===== src/rtl/matrix_scan_driver_pkg.sv =====
// rtl/matrix_scan_driver_pkg.sv - shared constants, state type and frame helpers for the row scanner
//
// Purpose: geometry of the 12x16 display, the scan FSM state encoding and
// helpers that pick a row out of a packed frame. The frame builder in the
// bench uses the same constants, so both sides agree on row ordering.
//
// Contents:
//   ROWS, COLS, FRAME_W  display geometry
//   LAST_ROW             index of the bottom row (frame boundary row)
//   scan_state_e         ST_OFF / ST_BLANK / ST_DRIVE
//   row_slice()          16 column bits of display row r (row 0 = top = MSBs)
//   row_onehot()         one-hot row strobe for row r

package matrix_scan_driver_pkg;

  localparam int ROWS    = 12;
  localparam int COLS    = 16;
  localparam int FRAME_W = ROWS * COLS;

  localparam logic [3:0] LAST_ROW = 4'(ROWS - 1);

  typedef enum logic [1:0] {
    ST_OFF   = 2'd0,
    ST_BLANK = 2'd1,
    ST_DRIVE = 2'd2
  } scan_state_e;

  // Row 0 lives in the most significant slice of the packed frame.
  function automatic logic [COLS-1:0] row_slice(input logic [FRAME_W-1:0] frame,
                                                input logic [3:0]         row);
    return frame[(ROWS - 1 - int'(row)) * COLS +: COLS];
  endfunction

  function automatic logic [ROWS-1:0] row_onehot(input logic [3:0] row);
    return ROWS'(1) << row;
  endfunction

endpackage


===== src/rtl/matrix_scan_driver_scan_timer.sv =====
// rtl/matrix_scan_driver_scan_timer.sv - loadable down-counter with terminal-count flags
//
// Purpose: times both the blanking and the drive phase of each row. Loading
// N-1 yields a phase of exactly N cycles: o_tc is high on the last one.
//
// Ports:
//   i_clk        system clock
//   i_rst_n      asynchronous active-low reset (count cleared)
//   i_load       load i_load_val this cycle (takes priority over counting)
//   i_load_val   value to load
//   o_tc         count is zero: current cycle is the last of the phase
//   o_tc_next    count will be zero after this edge (look-ahead of o_tc)

module matrix_scan_driver_scan_timer #(
  parameter int W = 8
) (
  input  logic         i_clk,
  input  logic         i_rst_n,
  input  logic         i_load,
  input  logic [W-1:0] i_load_val,
  output logic         o_tc,
  output logic         o_tc_next
);

  logic [W-1:0] r_count;

  always_ff @(posedge i_clk or negedge i_rst_n) begin
    if (!i_rst_n) begin
      r_count <= '0;
    end else if (i_load) begin
      r_count <= i_load_val;
    end else if (r_count != '0) begin
      r_count <= r_count - 1'b1;
    end
  end

  assign o_tc      = (r_count == '0);
  // Saturating at zero means "next is zero" whenever the count is 0 or 1.
  assign o_tc_next = i_load ? (i_load_val == '0) : (r_count <= W'(1));

endmodule


===== src/rtl/matrix_scan_driver.sv =====
// rtl/matrix_scan_driver.sv - 12-row multiplexed LED matrix scanner with shadow frame buffer
//
// Purpose: walks rows 0..11, inserting BLANK dark cycles before each row and
// driving the row for DIV cycles. The displayed frame comes from a shadow
// copy that is refreshed only at frame boundaries, so frame_data may change
// at any time without tearing.
//
// Ports:
//   i_clk          system clock, all state changes on its rising edge
//   i_rst_n        asynchronous active-low reset
//   i_en           scan enable; low forces OFF (dark) on the next cycle
//   i_frame_data   12x16 frame, row r at [(11-r)*16 +: 16]
//   i_frame_valid  i_frame_data may be captured at the next frame boundary
//   o_frame_ack    one-cycle pulse: shadow frame has just been loaded
//   o_row_sel      one-hot row strobe (zero while blanking or off)
//   o_col_data     column drive for the selected row (zero unless driving)
//   o_frame_done   one-cycle pulse on the last drive cycle of row 11
//   o_cur_row      row currently being blanked or driven
//
// Timing: every output is a register loaded from the next-state values, so
// outputs line up with the state they describe. The shadow samples
// i_frame_data on the edge that leaves the boundary cycle (row 11's last
// drive cycle, or the OFF cycle in which i_en is seen high); o_frame_ack is
// high during the first cycle that uses the new shadow.

module matrix_scan_driver
  import matrix_scan_driver_pkg::*;
#(
  parameter int DIV   = 1000,
  parameter int BLANK = 16
) (
  input  logic               i_clk,
  input  logic               i_rst_n,
  input  logic               i_en,
  input  logic [FRAME_W-1:0] i_frame_data,
  input  logic               i_frame_valid,
  output logic               o_frame_ack,
  output logic [ROWS-1:0]    o_row_sel,
  output logic [COLS-1:0]    o_col_data,
  output logic               o_frame_done,
  output logic [3:0]         o_cur_row
);

  localparam int CNT_MAX = (DIV > BLANK) ? DIV : BLANK;
  localparam int CNT_W   = $clog2(CNT_MAX + 1);

  localparam logic [CNT_W-1:0] DRIVE_LOAD = CNT_W'(DIV - 1);
  localparam logic [CNT_W-1:0] BLANK_LOAD = (BLANK > 0) ? CNT_W'(BLANK - 1) : '0;
  localparam bit               HAS_BLANK  = (BLANK > 0);

  scan_state_e        r_state;
  logic [3:0]         r_row;
  logic [FRAME_W-1:0] r_shadow;
  logic [ROWS-1:0]    r_row_sel;
  logic [COLS-1:0]    r_col_data;
  logic               r_frame_ack;
  logic               r_frame_done;

  scan_state_e        w_state_nxt;
  logic [3:0]         w_row_nxt;
  logic               w_tmr_load;
  logic [CNT_W-1:0]   w_tmr_val;
  logic               w_tc;
  logic               w_tc_nxt;
  logic               w_frame_load;
  logic [FRAME_W-1:0] w_shadow_nxt;
  logic               w_done_nxt;

  matrix_scan_driver_scan_timer #(
    .W (CNT_W)
  ) u_scan_timer (
    .i_clk      (i_clk),
    .i_rst_n    (i_rst_n),
    .i_load     (w_tmr_load),
    .i_load_val (w_tmr_val),
    .o_tc       (w_tc),
    .o_tc_next  (w_tc_nxt)
  );

  always_ff @(posedge i_clk or negedge i_rst_n) begin
    if (!i_rst_n) begin
      r_state <= ST_OFF;
    end else begin
      r_state <= w_state_nxt;
    end
  end

  always_comb begin
    w_state_nxt  = r_state;
    w_row_nxt    = r_row;
    w_tmr_load   = 1'b0;
    w_tmr_val    = '0;
    w_frame_load = 1'b0;

    if (!i_en) begin
      // Disable wins in every state; the timer is held cleared while off.
      w_state_nxt = ST_OFF;
      w_row_nxt   = '0;
      w_tmr_load  = 1'b1;
    end else begin
      case (r_state)
        ST_OFF: begin
          w_row_nxt    = '0;
          w_tmr_load   = 1'b1;
          w_frame_load = i_frame_valid;
          if (HAS_BLANK) begin
            w_state_nxt = ST_BLANK;
            w_tmr_val   = BLANK_LOAD;
          end else begin
            w_state_nxt = ST_DRIVE;
            w_tmr_val   = DRIVE_LOAD;
          end
        end
        ST_BLANK: begin
          if (w_tc) begin
            w_state_nxt = ST_DRIVE;
            w_tmr_load  = 1'b1;
            w_tmr_val   = DRIVE_LOAD;
          end
        end
        ST_DRIVE: begin
          if (w_tc) begin
            w_tmr_load = 1'b1;
            if (r_row == LAST_ROW) begin
              w_row_nxt    = '0;
              w_frame_load = i_frame_valid;
            end else begin
              w_row_nxt = r_row + 4'd1;
            end
            if (HAS_BLANK) begin
              w_state_nxt = ST_BLANK;
              w_tmr_val   = BLANK_LOAD;
            end else begin
              w_state_nxt = ST_DRIVE;
              w_tmr_val   = DRIVE_LOAD;
            end
          end
        end
        default: begin
          w_state_nxt = ST_OFF;
          w_row_nxt   = '0;
          w_tmr_load  = 1'b1;
        end
      endcase
    end
  end

  // The row entered at a boundary must already show the freshly captured frame.
  assign w_shadow_nxt = w_frame_load ? i_frame_data : r_shadow;

  // Flag the cycle being entered if it is the final drive cycle of row 11.
  assign w_done_nxt = (w_state_nxt == ST_DRIVE) && (w_row_nxt == LAST_ROW) && w_tc_nxt;

  always_ff @(posedge i_clk or negedge i_rst_n) begin
    if (!i_rst_n) begin
      r_row        <= '0;
      r_shadow     <= '0;
      r_row_sel    <= '0;
      r_col_data   <= '0;
      r_frame_ack  <= 1'b0;
      r_frame_done <= 1'b0;
    end else begin
      r_row        <= w_row_nxt;
      r_shadow     <= w_shadow_nxt;
      r_frame_ack  <= w_frame_load;
      r_frame_done <= w_done_nxt;
      if (w_state_nxt == ST_DRIVE) begin
        r_row_sel  <= row_onehot(w_row_nxt);
        r_col_data <= row_slice(w_shadow_nxt, w_row_nxt);
      end else begin
        r_row_sel  <= '0;
        r_col_data <= '0;
      end
    end
  end

  assign o_frame_ack  = r_frame_ack;
  assign o_row_sel    = r_row_sel;
  assign o_col_data   = r_col_data;
  assign o_frame_done = r_frame_done;
  assign o_cur_row    = r_row;

endmodule


===== config.mk =====
export PLATFORM = sky130hd
export DESIGN_NAME = matrix_scan_driver
export DESIGN_NICKNAME = d
export VERILOG_FILES = /design/src/rtl/matrix_scan_driver_pkg.sv /design/src/rtl/matrix_scan_driver_scan_timer.sv /design/src/rtl/matrix_scan_driver.sv
export SDC_FILE = /design/constraint.sdc
export NUM_CORES = 1
export LEC_CHECK = 0
export ABC_AREA = 1
export BUFFER_PORTS_ARGS = -buffer_cell sky130_fd_sc_hd__buf_2
export CORE_MARGIN = 2
export CORE_UTILIZATION = 57
export CTS_BUF_LIST = sky130_fd_sc_hd__clkbuf_8
export CTS_CLUSTER_DIAMETER = 40
export DETAILED_ROUTE_END_ITERATION = 6
export PLACE_DENSITY = 0.82
export SLEW_MARGIN = 20
export SYNTH_ARGS = -nofsm -noshare
export SYNTH_HDL_FRONTEND = slang
export SYNTH_SLANG_ARGS = --single-unit
export TNS_END_PERCENT = 30

===== constraint.sdc =====
create_clock -name i_clk -period 2.9 [get_ports i_clk]
set_input_delay 0.435 -clock i_clk [delete_from_list [all_inputs] [get_ports i_clk]]
set_output_delay 0.435 -clock i_clk [all_outputs]
set_load 0.02 [all_outputs]

Word level (Yosys, flattened, before mapping)
Index checks and enable logic that the tools add are counted.

storage, ports and cells
  register bits = 238
  word-level logic and storage cells = 52
  bits of input ports = 196

operators by class
  equality and inequality tests = 5
  order comparisons = 1
  muxes and demuxes = 25
  add/subtract/negate cells = 3
  shift operators = 2
  reductions and logical operators = 8

operators by type and width
  cell                                                                    number
  192-bit two-way mux                                                     1
  192-bit by 9-bit variable part select with 16-bit output                1
  10-bit two-way mux                                                      4
  10-bit one-hot mux with 3 select lines                                  1
  10-bit logical NOT                                                      2
  16-bit two-way mux                                                      1
  4-bit two-way mux                                                       4
  12-bit two-way mux                                                      1
  1-bit by 4-bit left shift with 12-bit output, first input constant      1
  10-bit by 1-bit <= comparator with 1-bit output, second input constant  1
  10-bit nonzero test                                                     1
  10-bit by 1-bit subtractor with 10-bit output, second input constant    1
  4-bit equality test, second input constant                              2
  4-bit one-hot mux with 2 select lines                                   1
  1-bit two-way mux                                                       7
  2-bit two-way mux                                                       3
  2-bit one-hot mux with 3 select lines                                   1
  4-bit by 4-bit subtractor with 5-bit output, first input constant       1
  4-bit by 1-bit adder with 4-bit output, second input constant           1
  2-bit equality test, second input constant                              2
  2-bit by 1-bit equality test with 1-bit output, second input constant   1
  1-bit logical AND                                                       2
  2-bit logical NOT                                                       1
  1-bit one-hot mux with 2 select lines                                   1
  2 further kinds                                                         2

Longest topological paths before layout
Gate-level depths: netlist (run 1).

  depth after elaboration = 8
  depth in mapped cells = 18
  mapped depth without buffers = 16

By module
Synthesis (run 1) repeated with hierarchy kept, for this count alone.

second synthesis, totals
  cell total of the unflattened synthesis = 1574
  area, all modules = 11705.0 um2

modules (own cells, without submodules)
  module                         area an instance (um2)  seq. area each (um2)  instances  cells each
  matrix_scan_driver             10965.5                 5705.5                1          1467
  matrix_scan_driver_scan_timer  739.5                   250.2                 1          107

Least setup slack after synthesis (run 1)
OpenSTA, ideal clock, no wires.

  path type = reg-to-reg
  from = register u_scan_timer.r_count[0]
  to = register r_col_data[12], in the netlist o_col_data[12]
  required time = 2.823 ns
  library setup time = 0.077 ns
  slack = 0.226 ns
  stages on the path, launching flop included = 18
  data arrival time = 2.597 ns
  cells stage by stage = dfrtp_1 inv_1 ha_1 nand2_2 inv_2 nand2_4 nor4_1 a21oi_1 o21ai_0 o21ai_0 nand2_1 inv_1 ha_1 clkinv_1 nor2_1 buf_2 o21ai_1 a21oi_1

on the way
  word-level cells in the longest chain between the ends = 7

ends and longest elaborated chain
  item                                                      RTL line                             RTL
  start, declared                                           matrix_scan_driver_scan_timer.sv:25  logic [W-1:0] r_count;
  start signal, assigned                                    matrix_scan_driver_scan_timer.sv:31  r_count <= i_load_val;
  start signal, assigned                                    matrix_scan_driver_scan_timer.sv:33  r_count <= r_count - 1'b1;
  10-bit logical NOT                                        matrix_scan_driver_scan_timer.sv:37  assign o_tc = (r_count == '0);
  4-bit two-way mux                                         matrix_scan_driver.sv:122            if (w_tc) begin
  4-bit one-hot mux with 2 select lines                     matrix_scan_driver.sv:101            case (r_state)
  4-bit two-way mux                                         matrix_scan_driver.sv:95             if (!i_en) begin
  via w_row_nxt[3]                                          matrix_scan_driver.sv:60             logic [3:0] w_row_nxt;
  4-bit by 4-bit subtractor with 5-bit output               matrix_scan_driver_pkg.sv:31         return frame[(ROWS - 1 - int'(row)) * COLS +: COLS];
  192-bit by 9-bit variable part select with 16-bit output  matrix_scan_driver_pkg.sv:31
  16-bit two-way mux                                        matrix_scan_driver.sv:167            if (w_state_nxt == ST_DRIVE) begin
  end signal, assigned                                      matrix_scan_driver.sv:169            r_col_data <= row_slice(w_shadow_nxt, w_row_nxt);
  end, declared                                             matrix_scan_driver.sv:55             logic [COLS-1:0] r_col_data;

The timed path passes the listed nets, and every way through them passes these cells.
A chain may end at the register's enable or synchronous reset.

Worst setup path in the final report (run 1)
  from = register u_scan_timer.r_count[0]
  to = register r_col_data[13], in the netlist o_col_data[13]

on the way
  word-level cells in the longest chain between the ends = 7

ends and longest elaborated chain
  item                                                                                            RTL line
  10-bit logical NOT *                                                                            matrix_scan_driver_scan_timer.sv:37
  4-bit two-way mux or 1-bit two-way mux (tied branches)                                          matrix_scan_driver.sv:122
  4-bit one-hot mux with 2 select lines or 1-bit one-hot mux with 2 select lines (tied branches)  matrix_scan_driver.sv:101
  4-bit two-way mux or 1-bit two-way mux (tied branches)                                          matrix_scan_driver.sv:95
  4-bit by 4-bit subtractor with 5-bit output or 192-bit two-way mux (tied branches)              matrix_scan_driver_pkg.sv:31, matrix_scan_driver.sv:149
  192-bit by 9-bit variable part select with 16-bit output                                        matrix_scan_driver_pkg.sv:31
  16-bit two-way mux *                                                                            matrix_scan_driver.sv:167

Every way passes the cells marked *; elsewhere a longest branch is shown, timed or not.

==> results.yml, run 1 <==
power:
  powerDensity_nw_per_um2: 873
  sw_frac_of_total: 0.365
  p_clk_frac: 0.246
  p_switching_w: 0.00443
  p_int_w: 0.00770
  p_seq_frac: 0.415
  irDropWorstVdd_v: 0.000447
  p_comb_frac: 0.339
  power_leakage_nw: 8.09
synth:
  yosysUniqueCellTypes: 36
  avgSynthCellArea_um2: 7.68
  synth_area_leaders: "dfrtp_1 (51%), nand2_1 (18%), inv_1 (6.8%), nor2_1 (4.5%), nand3_1 (3.7%)"
  synth_compound_area_frac: 0.0669
  synth_enable_flop_cells: 0
  synth_mux_area_frac: 0
  yosys.area.top_type: "dfrtp_1"
  synth_seq_area_share: 0.512
  synth_nets: 1719
  synth_flop_cell: "dfrtp_1"
  ys_seq_elements: 238
  syn_area_um2: 11600
  synth_warnings: 0
  synth_xor_area_frac: 0.00377
  synth_top_family_by_area: "simple AND/OR/NAND/NOR gates"
  synth_top_area_frac: 0.512
  synthArstFlopShare: 1.00
  yosys.area_share.simple: 0.298
  syn_inst: 1514
  synthAdderAreaFrac: 0.00968
job:
  cap_violations: 0
clock_network:
  numCtsBuffers: 40
  insertion_delay_ps: 540
  path_clk_slew_ps: 60
  cts.sinks: 238
  cts_tree: "built"
  root_buffer: "clkbuf_8"
  htreeDepth: 2
  clk_path_buf_depth: 3
  postCtsSetupBuffers: 0
timing:
  tns_ps: 0
  finalSetupViolations: 0
  worstMarginPinSlew_ps: 693
  fin_crit_sh: 0.944
  holdWs_ps: 114
  hold_violations: 0
  rsz0062_at_grt: "no"
  timing.final.crit_period_ps: 2740
  slew_viol_final: 0
  clock_skew_ps: 18.5
  fmax_mhz: 365
  slew_headroom: 0.538
placement:
  gp_congestion: 0.944
  hpwl_mm: 23.4
  io_buffers: 229
  place_area_um2: 13000
  dp.cells: 1976
routing:
  drt_pass1_iterations: 6
  drt_wl_total_mm: 32.8
  vias: 10700
  vias_per_cell: 5.22
  drc_errors: 0
  drtAntennaViolNets: 0
  drtIter0Drc: 929
  wl_per_cell_um: 16.0
layout:
  drive_gt1_frac: 0.202
  diodes: 0
  num-fill-cells: 1603
  final_cells: 2045
  area_delta_synth_final_pct: 19.5
  final_area_um2: 13900
  final_nets: 1955
hold_path:
  hold_path.class: "in -> reg"
  min_from: "i_frame_data[132]"
setup_path:
  path_max_fanout: 43
  cp-end-kind: "flip-flop"
  critPathRequiredTime_ps: 3360
  cp.arrival_ps: 3200
  startpoint: "u_scan_timer.r_count[0]"
  startpoint_type: "flip-flop"
  critical_path_class: "reg -> reg"
  r2r-start: "u_scan_timer.r_count[0]"
global_route:
  grt.overflow.total: 0
  grt_max_degree: 86
  grt_pass1_wl_mm: 52.6
  grt_pass1_vias: 10500
  antenna_found_initial: 0
  grt_usage: 0.309
die:
  io_pins: 230
  die_w_um: 147
  die_area_um2: 21600
  die_y_um: 147
  initial_utilization: 0.578
  core_area_um2: 20100
  core.rowCount: 52
status:
  status: "completed"
[flip-flops by register name, summed over array words and instances, names as in the netlist]
| name | count |
|---|---|
| o_frame_ack | 1 |
| o_cur_row | 4 |
| r_shadow | 192 |
| r_state | 2 |
| u_scan_timer.r_count | 10 |
| o_col_data | 16 |
| o_row_sel | 12 |
| o_frame_done | 1 |
[placed cells by master, fill, tap and decap left out, types with 5 or more instances in the layout]
master / count
a21oi_1: 27
buf_12: 10
buf_2: 228
buf_4: 21
clkbuf_8: 51
clkinv_2: 6
dfrtp_1: 238
ha_1: 8
inv_1: 217
inv_2: 6
nand2_1: 562
nand2_2: 7
nand2_4: 5
nand3_1: 86
nand3b_1: 18
nand4_1: 7
nor2_1: 137
o21a_1: 26
o21ai_0: 42
o21ai_1: 36
[cells in the mapped netlist, types with 9 or more instances]
| library cell | instances |
|---|---|
| nand3b_1 | 18 |
| o21ai_1 | 36 |
| o21a_1 | 26 |
| nor2_1 | 138 |
| ha_1 | 9 |
| buf_6 | 16 |
| nand2_1 | 562 |
| o21ai_0 | 42 |
| buf_4 | 9 |
| inv_1 | 210 |
| a21oi_1 | 28 |
| dfrtp_1 | 238 |
| buf_2 | 36 |
| nand3_1 | 86 |
[layer usage]
layer | part of all wire | track usage | up-vias
met5 | 0 | 0 | -
met4 | 0.053 | 0.159 | 0
met3 | 0.084 | 0.0571 | 123
met2 | 0.46 | 0.490 | 571
met1 | 0.41 | 0.410 | 4918
li1 | - | - | 5056
[timing repair]
action / in CTS / in global routing
setup endpoints to repair: 0 / 16
hold buffers: 1 / 0
endpoints found under the hold margin: 81 / 0
gates resized for setup: 0 / 10
[area by class of cell]
class / count / area [um^2] / area share
multi-input cells: 990 / 4440 / 0.320
inverters: 218 / 822 / 0.0591
clock buffers: 51 / 702 / 0.0505
flip-flops and latches: 238 / 5960 / 0.428
repair buffers: 262 / 1540 / 0.110
well taps: 270 / 338 / 0.0243
clock inverters: 16 / 104 / 0.00747
[power groups by stage]
stage | Clock, W | Combinational, W | Sequential (W)
2_1_floorplan | 0 | 0.00292 | 0.00499
4_1_cts | 0.00301 | 0.00405 | 0.00502
3_5_place_dp | 0 | 0.00399 | 0.00507
5_1_grt | 0.00318 | 0.00467 | 0.00515
6_report | 0.00298 | 0.00411 | 0.00503
3_3_place_gp | 0 | 0.00386 | 0.00502
[logic make-up (layout without fill, tap and decap cells)]
group                      after synthesis  in the layout
buffers and inverters                  286            547
and+or+nand+nor                        839            839
DFF                                    238            238
xor gates and xnor gates                 5              5
AOI/OAI and AO/OA                      137            137
adders and majority gates                9              9
[through the flow]
step / setup WS, ps / utilization / power [W]
2_1_floorplan: 226 / - / 0.00791
3_3_place_gp: 203 / 0.649 / 0.00888
3_5_place_dp: 40.0 / 0.649 / 0.00906
4_1_cts: 21.6 / 0.689 / 0.0121
5_1_grt: 23.0 / 0.691 / 0.0130
6_report: 162 / 0.691 / 0.0121
[path summary, 6_finish.rpt]
path / to / slack, ps / cells after the start
max: o_col_data[13] / 160 / 13
min in group asynchronous: r_shadow[87] / 480 / 2
max in group asynchronous: r_shadow[15] / 1530 / 3
min reg2reg: r_shadow[62] / 480 / 2
min: r_shadow[132] / 110 / 3
max reg2reg: o_col_data[13] / 160 / 13
[worst max-delay path: stages, from the launching register on]
cell	delay, ps
dfrtp_1	390
inv_1	90
ha_2	210
nand2_2	110
inv_4	110
nand3_2	110
nand2_4	110
nand2_8	180
buf_12	240
buf_12	180
o21a_1	180
o21ai_0	380
o21ai_1	180
a21oi_1	170
No activity file was read; power rests on OpenSTA's default activity.
==> inputs of run 2 (changes only) <==
--- a/config.mk
+++ b/config.mk
@@ -8,11 +8,11 @@
 export ABC_AREA = 1
 export BUFFER_PORTS_ARGS = -buffer_cell sky130_fd_sc_hd__buf_2
 export CORE_MARGIN = 2
-export CORE_UTILIZATION = 57
+export CORE_UTILIZATION = 60
 export CTS_BUF_LIST = sky130_fd_sc_hd__clkbuf_8
 export CTS_CLUSTER_DIAMETER = 40
 export DETAILED_ROUTE_END_ITERATION = 6
-export PLACE_DENSITY = 0.82
+export PLACE_DENSITY = 0.86
 export SLEW_MARGIN = 20
 export SYNTH_ARGS = -nofsm -noshare
 export SYNTH_HDL_FRONTEND = slang
==> constraint.sdc (replaced) <==
create_clock -name i_clk -period 3.6 [get_ports i_clk]
set_input_delay 0.54 -clock i_clk [delete_from_list [all_inputs] [get_ports i_clk]]
set_output_delay 0.54 -clock i_clk [all_outputs]
set_load 0.02 [all_outputs]
==> results.yml, run 2 (same netlist as run 1, synthesis figures left out) <==
global_route:
  grt_pass1_vias: 10200
  grt.overflow.total: 0
  grt_max_degree: 131
  grt_usage: 0.325
  antenna_found_initial: 1
  grt_pass1_wl_mm: 51.3
routing:
  drc_errors: 9
  drt_pass1_iterations: 7
  wl_per_cell_um: 16.2
  drt_wl_total_mm: 32.9
  vias: 10600
  drtIter0Drc: 893
  drtAntennaViolNets: 0
  vias_per_cell: 5.24
status:
  status: "finished, violations left"
  violations: "DRC"
layout:
  top_register: "r_shadow"
  drive_gt1_frac: 0.192
  multi_input_area_um2: 4420
  utilization: 0.726
  num-fill-cells: 1507
  largest_reg_flops: 192
  regArea_um2: 5960
  mostFrequentLayoutCells: "nand2_1 (562), dfrtp_1 (238), buf_2 (228), inv_1 (225), nor2_1 (138)"
  final_area_um2: 13700
  final_nets: 1942
  layout_commonest_cell: "nand2_1"
  diodes: 0
  area_delta_synth_final_pct: 17.6
die:
  io_pins: 230
  die_w_um: 143
  core_area_um2: 18800
  core.rowCount: 50
  die_area_um2: 20500
  initial_utilization: 0.617
  die_y_um: 143
setup_path:
  critical_path_class: "reg -> reg"
  crit_chain: "inv_1, ha_1, nand2_2, inv_2, nand2_4, nor4_1, a21oi_1, o21ai_0, o21ai_0, nand2_1, inv_1, ha_1, clkinv_1, nor2_1, buf_4, o21ai_0, a21oi_1"
  cp.arrival_ps: 3620
  critPathRequiredTime_ps: 4070
  path_buf_inv: 5
  slowest_stage: "dfrtp_1"
  path_max_fanout: 16
  slowest_delay_ps: 400
  critPathTopFamily: "simple AND/OR/NAND/NOR gates"
  startpoint_type: "flip-flop"
  cp-end-kind: "flip-flop"
  path_common_cell: "o21ai_0"
timing:
  fin_crit_sh: 0.875
  finalSetupViolations: 0
  slew_headroom: 0.482
  timing.final.crit_period_ps: 3150
  fmax_mhz: 317
  tns_ps: 0
  hold_violations: 0
  clock_skew_ps: 22.2
  fin_ws_ps: 449
  rsz0062_at_grt: "no"
  worstMarginPinSlew_ps: 777
  slew_viol_final: 0
power:
  power_leakage_nw: 8.00
  powerDensity_nw_per_um2: 714
  irDropWorstVdd_v: 0.000390
  p_total_w: 0.00976
clock_network:
  cts.sinks: 238
  path_clk_slew_ps: 60
  cts_tree: "built"
  clk_path_buf_depth: 3
  postCtsSetupBuffers: 0
  cts_resized: 0
  insertion_delay_ps: 550
  root_buffer: "clkbuf_8"
  postCtsHoldBufs: 0
  numCtsBuffers: 42
  htreeDepth: 2
placement:
  place_area_um2: 12800
  place_ws_ps: 608
  gp_congestion: 0.955
  io_buffers: 229
  hpwl_mm: 23.1
hold_path:
  hold_path.class: "in -> async"
job:
  cap_violations: 0
## run 2: final timing paths
path	from	to	slack, ps	cells after the start
worst max-delay path	u_scan_timer.r_count[0]	o_col_data[11]	450	17
worst min-delay path	i_rst_n	r_shadow[92]	6	1
worst max register to register	u_scan_timer.r_count[0]	o_col_data[11]	450	17
worst min register to register	r_shadow[124]	r_shadow[124]	470	2
max in group asynchronous	i_rst_n	r_shadow[174]	2600	2
min in group i_clk	i_frame_data[138]	r_shadow[138]	220	3
## run 2: area by class of cell
type | count | area share
Timing Repair Buffer | 247 | 0.0972
Clock buffer | 47 | 0.0473
Multi-Input combinational cell | 990 | 0.323
Sequential cell | 238 | 0.436
Clock inverter | 27 | 0.0132
Tap cell | 260 | 0.0238
Inverter | 218 | 0.0599
## run 2: per-stage QoR
| step | cells | hold WS (ps) |
|---|---|---|
| 2_1_floorplan | 1514 | 244 |
| 3_3_place_gp | 1953 | 451 |
| 3_5_place_dp | 1953 | 456 |
| 4_1_cts | 2027 | 44.5 |
| 5_1_grt | 2027 | 63.4 |
| 6_report | 2027 | 6.19 |
## run 2: per-layer routing
layer	up-vias	routed length, um	GRT usage
met4	2	1450	0.156
met2	527	15700	0.528
li1	5043	-	-
met3	93	2730	0.0577
met5	-	12	0
met1	4962	13000	0.426
## run 2: where the power goes
part           internal [W]  total, W  switching [W]  leakage (nW)
Clock               0.00135   0.00246        0.00112         0.471
Sequential          0.00373   0.00406       0.000329          2.92
Combinational       0.00109   0.00324        0.00215          4.61
